**config.mk**
```make
export PLATFORM = sky130hd
export DESIGN_NAME = btn_event_ctrl
export DESIGN_NICKNAME = d
export VERILOG_FILES = /design/src/rtl/btn_evt_pkg.sv /design/src/rtl/btn_channel.sv /design/src/rtl/btn_event_ctrl.sv
export SDC_FILE = /design/constraint.sdc
export NUM_CORES = 1
export LEC_CHECK = 0
export ABC_AREA = 1
export CORE_ASPECT_RATIO = 1.1
export CORE_MARGIN = 1.5
export CORE_UTILIZATION = 30
export DETAILED_ROUTE_END_ITERATION = 8
export RECOVER_POWER = 100
export SYNTH_ARGS = -nofsm -noshare
export SYNTH_HDL_FRONTEND = slang
export SYNTH_SLANG_ARGS = --single-unit
```
**constraint.sdc**
```tcl
create_clock -name clk -period 6.4 [get_ports clk]
set_clock_uncertainty 0.1 [all_clocks]
set_input_delay 0.64 -clock clk [delete_from_list [all_inputs] [get_ports clk]]
set_output_delay 0.64 -clock clk [all_outputs]
set_load 0.02 [all_outputs]
```
**src/rtl/btn_evt_pkg.sv**
```systemverilog
// Shared types for the push-button event controller.
package btn_evt_pkg;

  // Event codes as presented on the event stream.
  typedef enum logic [1:0] {
    EVT_PRESS   = 2'd0,
    EVT_RELEASE = 2'd1,
    EVT_LONG    = 2'd2
  } evt_code_t;

  // Per-channel button state; IDLE means committed level 0.
  typedef enum logic [1:0] {
    IDLE      = 2'd0,
    PRESSED   = 2'd1,
    LONG_HELD = 2'd2
  } btn_fsm_t;

  // Channel index width, never narrower than one bit.
  function automatic int unsigned id_width(input int unsigned n);
    return (n > 1) ? $clog2(n) : 1;
  endfunction

endpackage

```
**src/rtl/btn_channel.sv**
```systemverilog
// One button channel: synchroniser, debounce, hold counter and press/long/release FSM.
module btn_channel
  import btn_evt_pkg::*;
#(
  parameter int unsigned DB_CYCLES   = 1000,
  parameter int unsigned LONG_CYCLES = 50000
) (
  input  logic       clk,
  input  logic       reset_n,
  input  logic       btn_in,
  output logic       level,
  output logic       evt_stb,
  output logic [1:0] evt_code
);

  localparam int unsigned DB_W   = $clog2(DB_CYCLES);
  localparam int unsigned HOLD_W = $clog2(LONG_CYCLES);
  localparam logic [DB_W-1:0]   DB_LAST   = DB_W'(DB_CYCLES - 1);
  localparam logic [HOLD_W-1:0] HOLD_LAST = HOLD_W'(LONG_CYCLES - 1);

  logic [1:0]        r_sync;
  logic [DB_W-1:0]   r_db_cnt;
  logic [DB_W-1:0]   w_db_cnt_d;
  logic [HOLD_W-1:0] r_hold_cnt;
  logic [HOLD_W-1:0] w_hold_cnt_d;
  btn_fsm_t          r_state;
  btn_fsm_t          w_state_d;
  evt_code_t         w_code;
  logic              w_s;
  logic              w_diff;
  logic              w_commit;

  assign w_s      = r_sync[1];
  assign level    = (r_state != IDLE);
  assign w_diff   = (w_s != level);
  assign w_commit = w_diff && (r_db_cnt == DB_LAST);
  assign evt_code = w_code;

  // Two-flop synchroniser for the raw pad level.
  always_ff @(posedge clk or negedge reset_n) begin
    if (!reset_n) r_sync <= 2'b00;
    else          r_sync <= {r_sync[0], btn_in};
  end

  // Debounce count: any agreeing cycle restarts it; it also clears on commit.
  always_comb begin
    w_db_cnt_d = '0;
    if (w_diff && !w_commit) w_db_cnt_d = r_db_cnt + 1'b1;
  end

  // FSM next state, hold counter and event strobe.
  always_comb begin
    w_state_d    = r_state;
    w_hold_cnt_d = r_hold_cnt;
    evt_stb      = 1'b0;
    w_code       = EVT_PRESS;
    unique case (r_state)
      IDLE: begin
        if (w_commit) begin
          w_state_d    = PRESSED;
          w_hold_cnt_d = '0;
          evt_stb      = 1'b1;
          w_code       = EVT_PRESS;
        end
      end
      PRESSED: begin
        if (w_commit) begin
          w_state_d = IDLE;
          evt_stb   = 1'b1;
          w_code    = EVT_RELEASE;
        end else if (r_hold_cnt == HOLD_LAST) begin
          w_state_d = LONG_HELD;
          evt_stb   = 1'b1;
          w_code    = EVT_LONG;
        end else begin
          w_hold_cnt_d = r_hold_cnt + 1'b1;
        end
      end
      LONG_HELD: begin
        if (w_commit) begin
          w_state_d = IDLE;
          evt_stb   = 1'b1;
          w_code    = EVT_RELEASE;
        end
      end
      default: w_state_d = IDLE;
    endcase
  end

  // State, debounce and hold registers.
  always_ff @(posedge clk or negedge reset_n) begin
    if (!reset_n) begin
      r_state    <= IDLE;
      r_db_cnt   <= '0;
      r_hold_cnt <= '0;
    end else begin
      r_state    <= w_state_d;
      r_db_cnt   <= w_db_cnt_d;
      r_hold_cnt <= w_hold_cnt_d;
    end
  end

endmodule

```
**src/rtl/btn_event_ctrl.sv**
```systemverilog
// Multi-channel button controller: per-channel pending slots, round-robin arbiter, event FIFO.
module btn_event_ctrl
  import btn_evt_pkg::*;
#(
  parameter int unsigned N_BTN       = 4,
  parameter int unsigned DB_CYCLES   = 1000,
  parameter int unsigned LONG_CYCLES = 50000,
  parameter int unsigned FIFO_DEPTH  = 4,
  localparam int unsigned ID_W       = id_width(N_BTN)
) (
  input  logic             clk,
  input  logic             reset_n,
  input  logic [N_BTN-1:0] btn_in,
  output logic [N_BTN-1:0] btn_state,
  output logic             evt_valid,
  input  logic             evt_ready,
  output logic [ID_W-1:0]  evt_id,
  output logic [1:0]       evt_code,
  output logic             overflow,
  input  logic             clr_overflow
);

  localparam int unsigned AW = $clog2(FIFO_DEPTH);

  logic [N_BTN-1:0] w_stb;
  logic [1:0]       w_code [N_BTN];
  logic [N_BTN-1:0] r_pend_vld;
  logic [1:0]       r_pend_code [N_BTN];
  logic [ID_W-1:0]  r_last;
  logic             w_gnt;
  logic [ID_W-1:0]  w_gnt_idx;
  logic [N_BTN-1:0] w_gnt_vec;
  logic [N_BTN-1:0] w_drop;
  logic             r_ovf;
  logic [AW:0]      r_wr_ptr;
  logic [AW:0]      r_rd_ptr;
  logic [ID_W-1:0]  r_mem_id [FIFO_DEPTH];
  logic [1:0]       r_mem_code [FIFO_DEPTH];
  logic             w_full;
  logic             w_empty;
  logic             w_pop;
  logic             w_can_push;

  for (genvar g = 0; g < N_BTN; g++) begin : g_chan
    btn_channel #(
      .DB_CYCLES  (DB_CYCLES),
      .LONG_CYCLES(LONG_CYCLES)
    ) u_chan (
      .clk     (clk),
      .reset_n (reset_n),
      .btn_in  (btn_in[g]),
      .level   (btn_state[g]),
      .evt_stb (w_stb[g]),
      .evt_code(w_code[g])
    );
  end

  assign w_empty    = (r_wr_ptr == r_rd_ptr);
  assign w_full     = (r_wr_ptr[AW] != r_rd_ptr[AW]) &&
                      (r_wr_ptr[AW-1:0] == r_rd_ptr[AW-1:0]);
  assign w_pop      = !w_empty && evt_ready;
  // A same-cycle pop frees the slot, so a full FIFO can still take a push then.
  assign w_can_push = !w_full || w_pop;

  assign evt_valid = !w_empty;
  assign evt_id    = w_empty ? '0 : r_mem_id[r_rd_ptr[AW-1:0]];
  assign evt_code  = w_empty ? 2'd0 : r_mem_code[r_rd_ptr[AW-1:0]];
  assign overflow  = r_ovf;
  assign w_drop    = w_stb & r_pend_vld & ~w_gnt_vec;

  // Round-robin search starting one past the last granted channel.
  always_comb begin
    logic [ID_W-1:0] v_idx;
    w_gnt     = 1'b0;
    w_gnt_idx = '0;
    w_gnt_vec = '0;
    v_idx     = '0;
    for (int unsigned k = 1; k <= N_BTN; k++) begin
      v_idx = ID_W'((32'(r_last) + k) % N_BTN);
      if (!w_gnt && r_pend_vld[v_idx] && w_can_push) begin
        w_gnt     = 1'b1;
        w_gnt_idx = v_idx;
      end
    end
    if (w_gnt) w_gnt_vec[w_gnt_idx] = 1'b1;
  end

  // Pending slots: a granted slot may reload in the same cycle; otherwise newer events drop.
  always_ff @(posedge clk or negedge reset_n) begin
    if (!reset_n) begin
      r_pend_vld <= '0;
      for (int i = 0; i < N_BTN; i++) r_pend_code[i] <= 2'd0;
    end else begin
      for (int i = 0; i < N_BTN; i++) begin
        if (w_stb[i] && (!r_pend_vld[i] || w_gnt_vec[i])) begin
          r_pend_vld[i]  <= 1'b1;
          r_pend_code[i] <= w_code[i];
        end else if (w_gnt_vec[i]) begin
          r_pend_vld[i] <= 1'b0;
        end
      end
    end
  end

  // Arbiter pointer, FIFO pointers and sticky overflow (set beats clear).
  always_ff @(posedge clk or negedge reset_n) begin
    if (!reset_n) begin
      r_last   <= ID_W'(N_BTN - 1);
      r_wr_ptr <= '0;
      r_rd_ptr <= '0;
      r_ovf    <= 1'b0;
    end else begin
      if (w_gnt) begin
        r_last   <= w_gnt_idx;
        r_wr_ptr <= r_wr_ptr + 1'b1;
      end
      if (w_pop) r_rd_ptr <= r_rd_ptr + 1'b1;
      if (|w_drop)           r_ovf <= 1'b1;
      else if (clr_overflow) r_ovf <= 1'b0;
    end
  end

  // FIFO storage; outputs are masked while empty so no reset is needed here.
  always_ff @(posedge clk) begin
    if (w_gnt) begin
      r_mem_id[r_wr_ptr[AW-1:0]]   <= w_gnt_idx;
      r_mem_code[r_wr_ptr[AW-1:0]] <= r_pend_code[w_gnt_idx];
    end
  end

endmodule

```
==> metrics.md <==
| Metric | Value |
|---|---|
| Clock input transition at the sequential cells of the worst setup and hold paths | `0.07 ns` |
| Part of the total power dissipated in combinational logic | `21.4%` |
| Die Span Y | `roughly 190 µm` |
| Internal power contribution | `~0.0019 W` |
| P per Cell Area | `about 280 nW/µm²` |
| CP required | `between 5 and 6 ns` |
| Kind of start point of the critical path | `register` |
| Power Total | `about 0.0028 W` |
| Number of clock sinks | `157` |
| Max stage delay on crit path | `~0.64 ns` |
| Maximum number of pins on one net before global-route repair | `94` |
| Source-to-sink clock delay at the later pin of the worst-skew pair | `approximately 0.43 ns` |
| Area of the die | `31300 µm²` |
| Wire length of the first global-routing pass | `~32 mm` |
| Number of design rule violations left after detail routing | `0` |
| Critical-path cell list | `clkinvlp_2 > nand2_1 > nand2_2 > nor2_1 > nand2_1 > nand2_1 > inv_1 > dlygate4sd3_1` |
| Mapped Area | `between 9000 and 10000 µm²` |
| Vias after detailed routing | `7300` |
| Final setup vio count | `0` |
| Hold Crit Class | `input port to asynchronous set/reset pin` |
| Category of the critical setup timing path | `register to primary output` |
| Num rows | `66` |
| Number of optimization iterations in the first detailed-route pass | `5` |
| Initial Utilization | `30.6%` |
| Switching share of power | `31.9%` |
| Routed length per instance | `around 12 µm` |
| Number of cells on the worst reg-to-reg path | `11` |
| Number of hold-slack violations in the final timing report | `0` |
| Number of DRC markers after the initial detailed-route iteration | `390` |
| Share of total power in sequential cells | `between 40 and 50%` |
| Overflow left after global routing | `0` |
| Sequential-to-total area share from yosys stat | `around 44%` |
| P&R area growth vs syn | `10.4%` |
| Final min period | `~3.8 ns` |
| Crit path max-delay cell type | `sky130_fd_sc_hd__dlygate4sd3_1` |
| Deepest clock path buffer count | `2` |
| Unrepaired setup endpoints after global routing | `no` |
| Number of diodes added for antenna fixing | `0` |
| Final weighted congestion in routability-driven placement | `0.869` |
| Peak ir drop on the vdd network | `about 0.18 mV` |
| Core Area | `just under 30000 µm²` |
| Boundary Pins | `18` |
| WL final | `approximately 18 mm` |
| Reported net switching power | `0.000883 W` |
| GR Util All Layers | `about an eighth` |
| Total count of max-transition violations in the final report | `50` |
| Synthesized netlist cell count | `1112` |
| Hold Slack | `approximately 0.16 ns` |
| Clock buffer count from CTS | `17` |
| Standby leakage power | `4.34 nW` |
| Sum of net half-perimeters after detailed placement | `13.1 mm` |
| Slew @ Worst Pin | `between 2 and 3 ns` |
| Mean Syn Cell Area | `roughly 8 µm²` |
| Critical path capture point type | `primary output` |
| Failing checks | `capacitance limit, slew limit` |
| Vias per cell | `just under 5` |
| Worst endpoint data arrival time | `3.03 ns` |
| Post-layout net count | `1169` |
| Number of levels in the clock H-tree | `4` |
| Residual antenna-violating net count after detailed routing | `0` |
| Rel. slew slack | `-74.6%` |
| Count of yosys warnings during synthesis | `0` |
| Outcome | `complete, but fails checks` |
| Number of distinct library cells after synthesis | `53` |
| Reported max-cap violation count | `1` |
| Clock tree from TritonCTS | `built` |
| Clock power share | `a little over a third` |
| DIE WIDTH | `roughly 170 µm` |
| Reg2Reg Launch Point | `g_chan[3].u_chan.r_state[0]` |
| Cts hold-fix bufs | `0` |
| Worst reg2reg endpoint | `g_chan[3].u_chan.r_hold_cnt[5]` |
| Post-route clock period utilization | `between 50% and 60%` |
| CTS root buffer | `sky130_fd_sc_hd__clkbuf_16` |
| Post-CTS Setup Bufs | `0` |
| Maximum fanout count along the critical path | `11` |
| Initial antenna violation count | `0` |
| Total of cells resized after clock tree synthesis | `0` |
| Fin Setup TNS | `0 ns` |
| Number of synthesized register bits | `~160` |
| Synthesized netlist net count | `approximately 1100` |
| Fmax achieved | `about 270 MHz` |
| Most used cell, CP | `sky130_fd_sc_hd__nand2_1` |
| Share of post-route cells with drive strength above 1 | `roughly 6.2%` |
| I/O Buffers | `17` |
| Worst-case register-to-register setup slack | `about 3.2 ns` |
| Vias in the first global route | `around 7000` |
-- cell type report --
cell class	count	area, µm²
clock buffers	20	447
clock inverters	11	121
fillers	3061	19600
inverters	155	593
multi-input cells	783	4210
flip-flops and latches	157	4010
well taps	374	468
repair buffers	18	175
-- state kept, by name (all words and copies together), names as in the netlist --
name and count:
r_mem_code 8, g_chan.u_chan.r_sync 8, r_pend_code 8, g_chan.u_chan.r_db_cnt 40, r_last 2, r_pend_vld 4, g_chan.u_chan.r_hold_cnt 64, overflow 1
r_rd_ptr 3, g_chan.u_chan.r_state 8, r_wr_ptr 3, r_mem_id 8
-- layout by cell type, fill, tap and decap left out, types with 17 or more instances in the layout --
cell	count
sky130_fd_sc_hd__ha_1	29
sky130_fd_sc_hd__inv_1	140
sky130_fd_sc_hd__nor4_1	21
sky130_fd_sc_hd__nor3b_1	21
sky130_fd_sc_hd__o21ai_0	65
sky130_fd_sc_hd__dfrtp_1	139
sky130_fd_sc_hd__nand3_1	72
sky130_fd_sc_hd__clkbuf_16	17
sky130_fd_sc_hd__xor2_1	34
sky130_fd_sc_hd__nand4_1	50
sky130_fd_sc_hd__a21oi_1	27
sky130_fd_sc_hd__o31ai_1	30
sky130_fd_sc_hd__nor2_1	89
sky130_fd_sc_hd__nor3_1	41
sky130_fd_sc_hd__nand2_1	246
-- how the worst max path moves through the flow --
| stage | start | slack, ns | endpoint | depth (start not counted) |
|---|---|---|---|---|
| 2_1_floorplan | r_last[0] | 4.38 | r_mem_code[0][0] | 16 |
| 3_3_place_gp | g_chan[3].u_chan.r_state[1] | 3.73 | g_chan[3].u_chan.r_hold_cnt[8] | 8 |
| 3_5_place_dp | g_chan[3].u_chan.r_state[1] | 3.61 | g_chan[3].u_chan.r_hold_cnt[8] | 8 |
| 4_1_cts | r_rd_ptr[0] | 3.26 | evt_id[0] | 8 |
| 5_1_grt | reset_n | 2.25 | g_chan[2].u_chan.r_hold_cnt[2] | 2 |
| 6_report | r_rd_ptr[0] | 2.63 | evt_id[0] | 8 |
-- critical path, delay by kind of cell (launching register included) --
kind | cells | cell delay [ns]
simple gates | 5 | 0.91
flops | 1 | 0.56
buf+inv | 3 | 1.12
-- per-layer routing --
layer	track usage [%]	share of wire, %	vias up
met3	2.29	2.8	14
li1	-	-	3764
met2	20.9	47	98
met5	0	0	-
met4	4.04	0.99	0
met1	16.4	49	3424
-- stage by stage --
step           utilization [%]  instances  cell area (µm²)  worst slack, ns
3_3_place_gp              32.4       1487             9610             3.73
4_1_cts                   34.3       1518            10200             3.26
3_5_place_dp              32.4       1487             9610             3.61
6_report                  33.8       1518            10000             2.63
2_1_floorplan                -       1112             9080             4.38
5_1_grt                   33.8       1518            10000             2.25
-- power by group through the flow --
| stage | Combinational, W | Sequential (W) | Clock (W) |
|---|---|---|---|
| after floorplan | 0.000512 | 0.00117 | 0 |
| after global placement | 0.000662 | 0.00120 | 0 |
| after detailed placement | 0.000676 | 0.00120 | 0 |
| after CTS | 0.000680 | 0.00119 | 0.00102 |
| after global routing | 0.000681 | 0.00119 | 0.00106 |
| final | 0.000592 | 0.00118 | 0.000990 |
-- kinds of logic after synthesis --
| kind of cell | Yosys count | share of synthesized area [%] |
|---|---|---|
| buffers and inverters | 172 | 7.76 |
| AOI/OAI and AO/OA | 148 | 9.83 |
| xor gates and xnor gates | 38 | 3.83 |
| adders and majority gates | 29 | 4.00 |
| DFF | 157 | 44.2 |
| and+or+nand+nor | 568 | 30.4 |
-- synthesized netlist by cell type (all sizes together) --
cell     count  share of area (%)
o21ai       74                4.3
a31oi        1              0.069
clkinv       4               0.22
nand3b       2               0.17
edfxtp      16                5.3
dfstp        2               0.58
a211oi       2               0.17
o211ai       1              0.083
nand3       72                4.3
nor3        43                2.5
a21oi       28                1.6
o22ai        4               0.28
o2111ai      1              0.097
xnor2        4               0.47
nand2      264                 12
nor4        21                1.5
dfrtp      139                 38
a22o         1              0.097
nor3b       21                1.7
o21a         4               0.33
nor4b        1              0.097
nor2        91                4.2
o31ai       32                2.8
clkbuf       5               0.21
or2          3               0.21
buf         12                1.0
nand4       50                3.5
xor2        34                3.4
ha          29                4.0
inv        151                6.3
Note: power is estimated with default switching activity, not from simulation.
==> RTL change: new RTL, config.mk and constraints unchanged <==
Register the input `btn_in` before use, cleared by the reset. The logic sees it one clock later. The other inputs are not delayed to match.
--- a/src/rtl/btn_event_ctrl.sv
+++ b/src/rtl/btn_event_ctrl.sv
@@ -21,6 +21,16 @@
 );
 
   localparam int unsigned AW = $clog2(FIFO_DEPTH);
+
+  logic [N_BTN-1:0] btn_q;
+
+  always_ff @(posedge clk or negedge reset_n) begin
+    if (!reset_n) begin
+      btn_q <= '0;
+    end else begin
+      btn_q <= btn_in;
+    end
+  end
 
   logic [N_BTN-1:0] w_stb;
   logic [1:0]       w_code [N_BTN];
@@ -48,7 +58,7 @@
     ) u_chan (
       .clk     (clk),
       .reset_n (reset_n),
-      .btn_in  (btn_in[g]),
+      .btn_in  (btn_q[g]),
       .level   (btn_state[g]),
       .evt_stb (w_stb[g]),
       .evt_code(w_code[g])
Function: same outputs for any inputs over 10 cycles, from zero or initial values and one cycle with reset_n low; that may be too few to reach the edited logic, so the function may still have changed.
==> RTL change against the unedited design <==
Global-route usage up 0.16 points; fmax grew 13%; sequential share of layout area up 1.1 points; sequential cell count is 4 higher; total power shrank 2.4%; combinational power decreased by 11%; wire length down 0.22%; synthesized area decreased by 0.81%; register-to-register slack lost 0.11 ns; final cell count about the same; worst setup slack better by 0.42 ns; design area shrank 0.17%; critical path type unchanged; critical endpoint is now evt_code[0]; largest power group unchanged; highest routed layer unchanged.
==> RTL change: results (changes against the unedited design) <==
- Run status: finished clean (was finished with violations)
- Number of antenna violations at the first check in global routing: 1 (was 0)
* Cell type group with the largest total delay on the critical path: buffers and inverters (unchanged)
- Vias per inst: 4.78 (was 4.81)
* Placer congestion estimate: 0.847 (was 0.869)
* Arrival @ worst endpoint: 2.61 ns (was 3.03 ns)
- Leakage power summed over all cells: 4.43 nW (was 4.34 nW)
- Antenna fix cells: 0 (unchanged)
* Pin count of the biggest net entering global routing: 81 (was 94)
- Largest stage delay, worst path: 0.64 ns (about the same)
- Mux contribution to synthesized area: 0.00250 (was 0)
- Top post-synthesis cells by count: nand2_1, dfrtp_1, inv_1 (unchanged).
* Worst slew margin: 0.270 (was -0.746)
- The total half-perimeter wirelength after legalization and detailed placement came to 13200 um (was 13100 um).
- The routed length per instance came to 12.1 um (about the same).
* Ranking of synthesized cells by area: dfrtp_1, nand2_1, inv_1 (unchanged)
- The power share of the clock group is 0.364 (was 0.358).
- The length of routed wiring on met1 is 8900 um (was 9080 um).
- The met1 track demand over resource in global routing was 0.163 (was 0.164).
- Met3 layer wire length in the routed design: 440 um (was 506 um)
- Proportion of synthesized chip area in sequential cells: 0.457 (was 0.442)
* Wire length on met2: 8760 um (was 8590 um)
- Via count of the first global-routing pass: 7084 (was 6967)
- The most frequently used flop master after synthesis was dfrtp_1 (unchanged).
- Global router's overall resource usage: 0.127 (was 0.125)
- Xor and xnor area share after synthesis: 0.0389 (was 0.0383)
* Switching share of power: 0.326 (was 0.319)
- The adder and majority cell fraction of the synthesized area was 0.0403 (was 0.0400).
* Peak VDD IR: 0.172 mV (was 0.177 mV)
- The count of different cell masters after synthesis is 50 (was 53).
- The wire length of the first global-routing pass is 32600 um (was 32300 um).
* Fraction of final layout cells with drive strength greater than 1: 0.0541 (was 0.0621)
- The number of buffers on the longest clock path came to 2 (unchanged).
* Post-synth ARST share: 0.901 (was 0.898)
- The violation count after the first detailed-route iteration came to 436 (was 390).
- The met2 usage is 0.217 (was 0.209).
- Fillcell total: 3090 (was 3061)
* Critical path fanouts, max: 11 (unchanged)
* Met3 usage: 0.0234 (was 0.0229)
- The number of clock buffers inserted by TritonCTS came to 17 (unchanged).
- Post-synthesis net count: 1152 (was 1149)
- Startpoint of the most critical register-to-register path: g_chan[2].u_chan.r_state[0] (was g_chan[3].u_chan.r_state[0])
- Compound-Gate Fraction of Synth Area: 0.0944 (was 0.0983)
RTL change: cell count changes in the layout (fill, tap and decap cells not counted), sizes merged, moves of 6 or more:
cell   change
inv       +15
nand4     -16
nor2      +13
nor3      +12
nor3b      -6
nor4       -7
o21ai     -11
o31ai      -8
RTL change: area by class of cell:
type / count / area, um^2 / area share
clock buffers: 17 / 425 / 0.0425
clock inverters: 15 / 139 / 0.0139
inverters: 158 / 603 / 0.0603
multi-input cells: 775 / 4080 / 0.407
flip-flops and latches: 161 / 4110 / 0.411
well taps: 374 / 468 / 0.0468
repair buffers: 19 / 183 / 0.0183
RTL change: metrics by stage:
stage	cell area (um^2)	setup slack [ns]	power [mW]	std cells	utilization
2_1_floorplan	9000	4.30	1.63	1115	-
3_3_place_gp	9530	3.81	1.78	1487	0.322
3_5_place_dp	9530	3.74	1.81	1487	0.322
4_1_cts	10100	3.40	2.80	1519	0.341
5_1_grt	10000	2.65	2.87	1519	0.338
6_report	10000	3.05	2.70	1519	0.338
RTL change: kinds of logic (layout without fill, tap and decap cells):
| group | count (synthesis) | count (layout) |
|---|---|---|
| AOI/OAI and AO/OA | 144 | 144 |
| xor gates and xnor gates | 40 | 40 |
| adders and majority gates | 29 | 29 |
| buffers and inverters | 179 | 209 |
| DFF | 161 | 161 |
| muxes | 2 | 2 |
| and+or+nand+nor | 560 | 560 |
RTL change: path summary, 6_finish.rpt:
kind	end	cells past startpoint	slack, ns
max	evt_code[0]	8	3.05
min	g_chan[0].u_chan.r_db_cnt[9]	1	0.14
max reg2reg	g_chan[2].u_chan.r_hold_cnt[3]	11	3.07
min reg2reg	g_chan[2].u_chan.r_sync[1]	0	0.25
max in group asynchronous	g_chan[2].u_chan.r_sync[1]	2	4.74
min in group clk	g_chan[2].u_chan.r_sync[1]	0	0.25
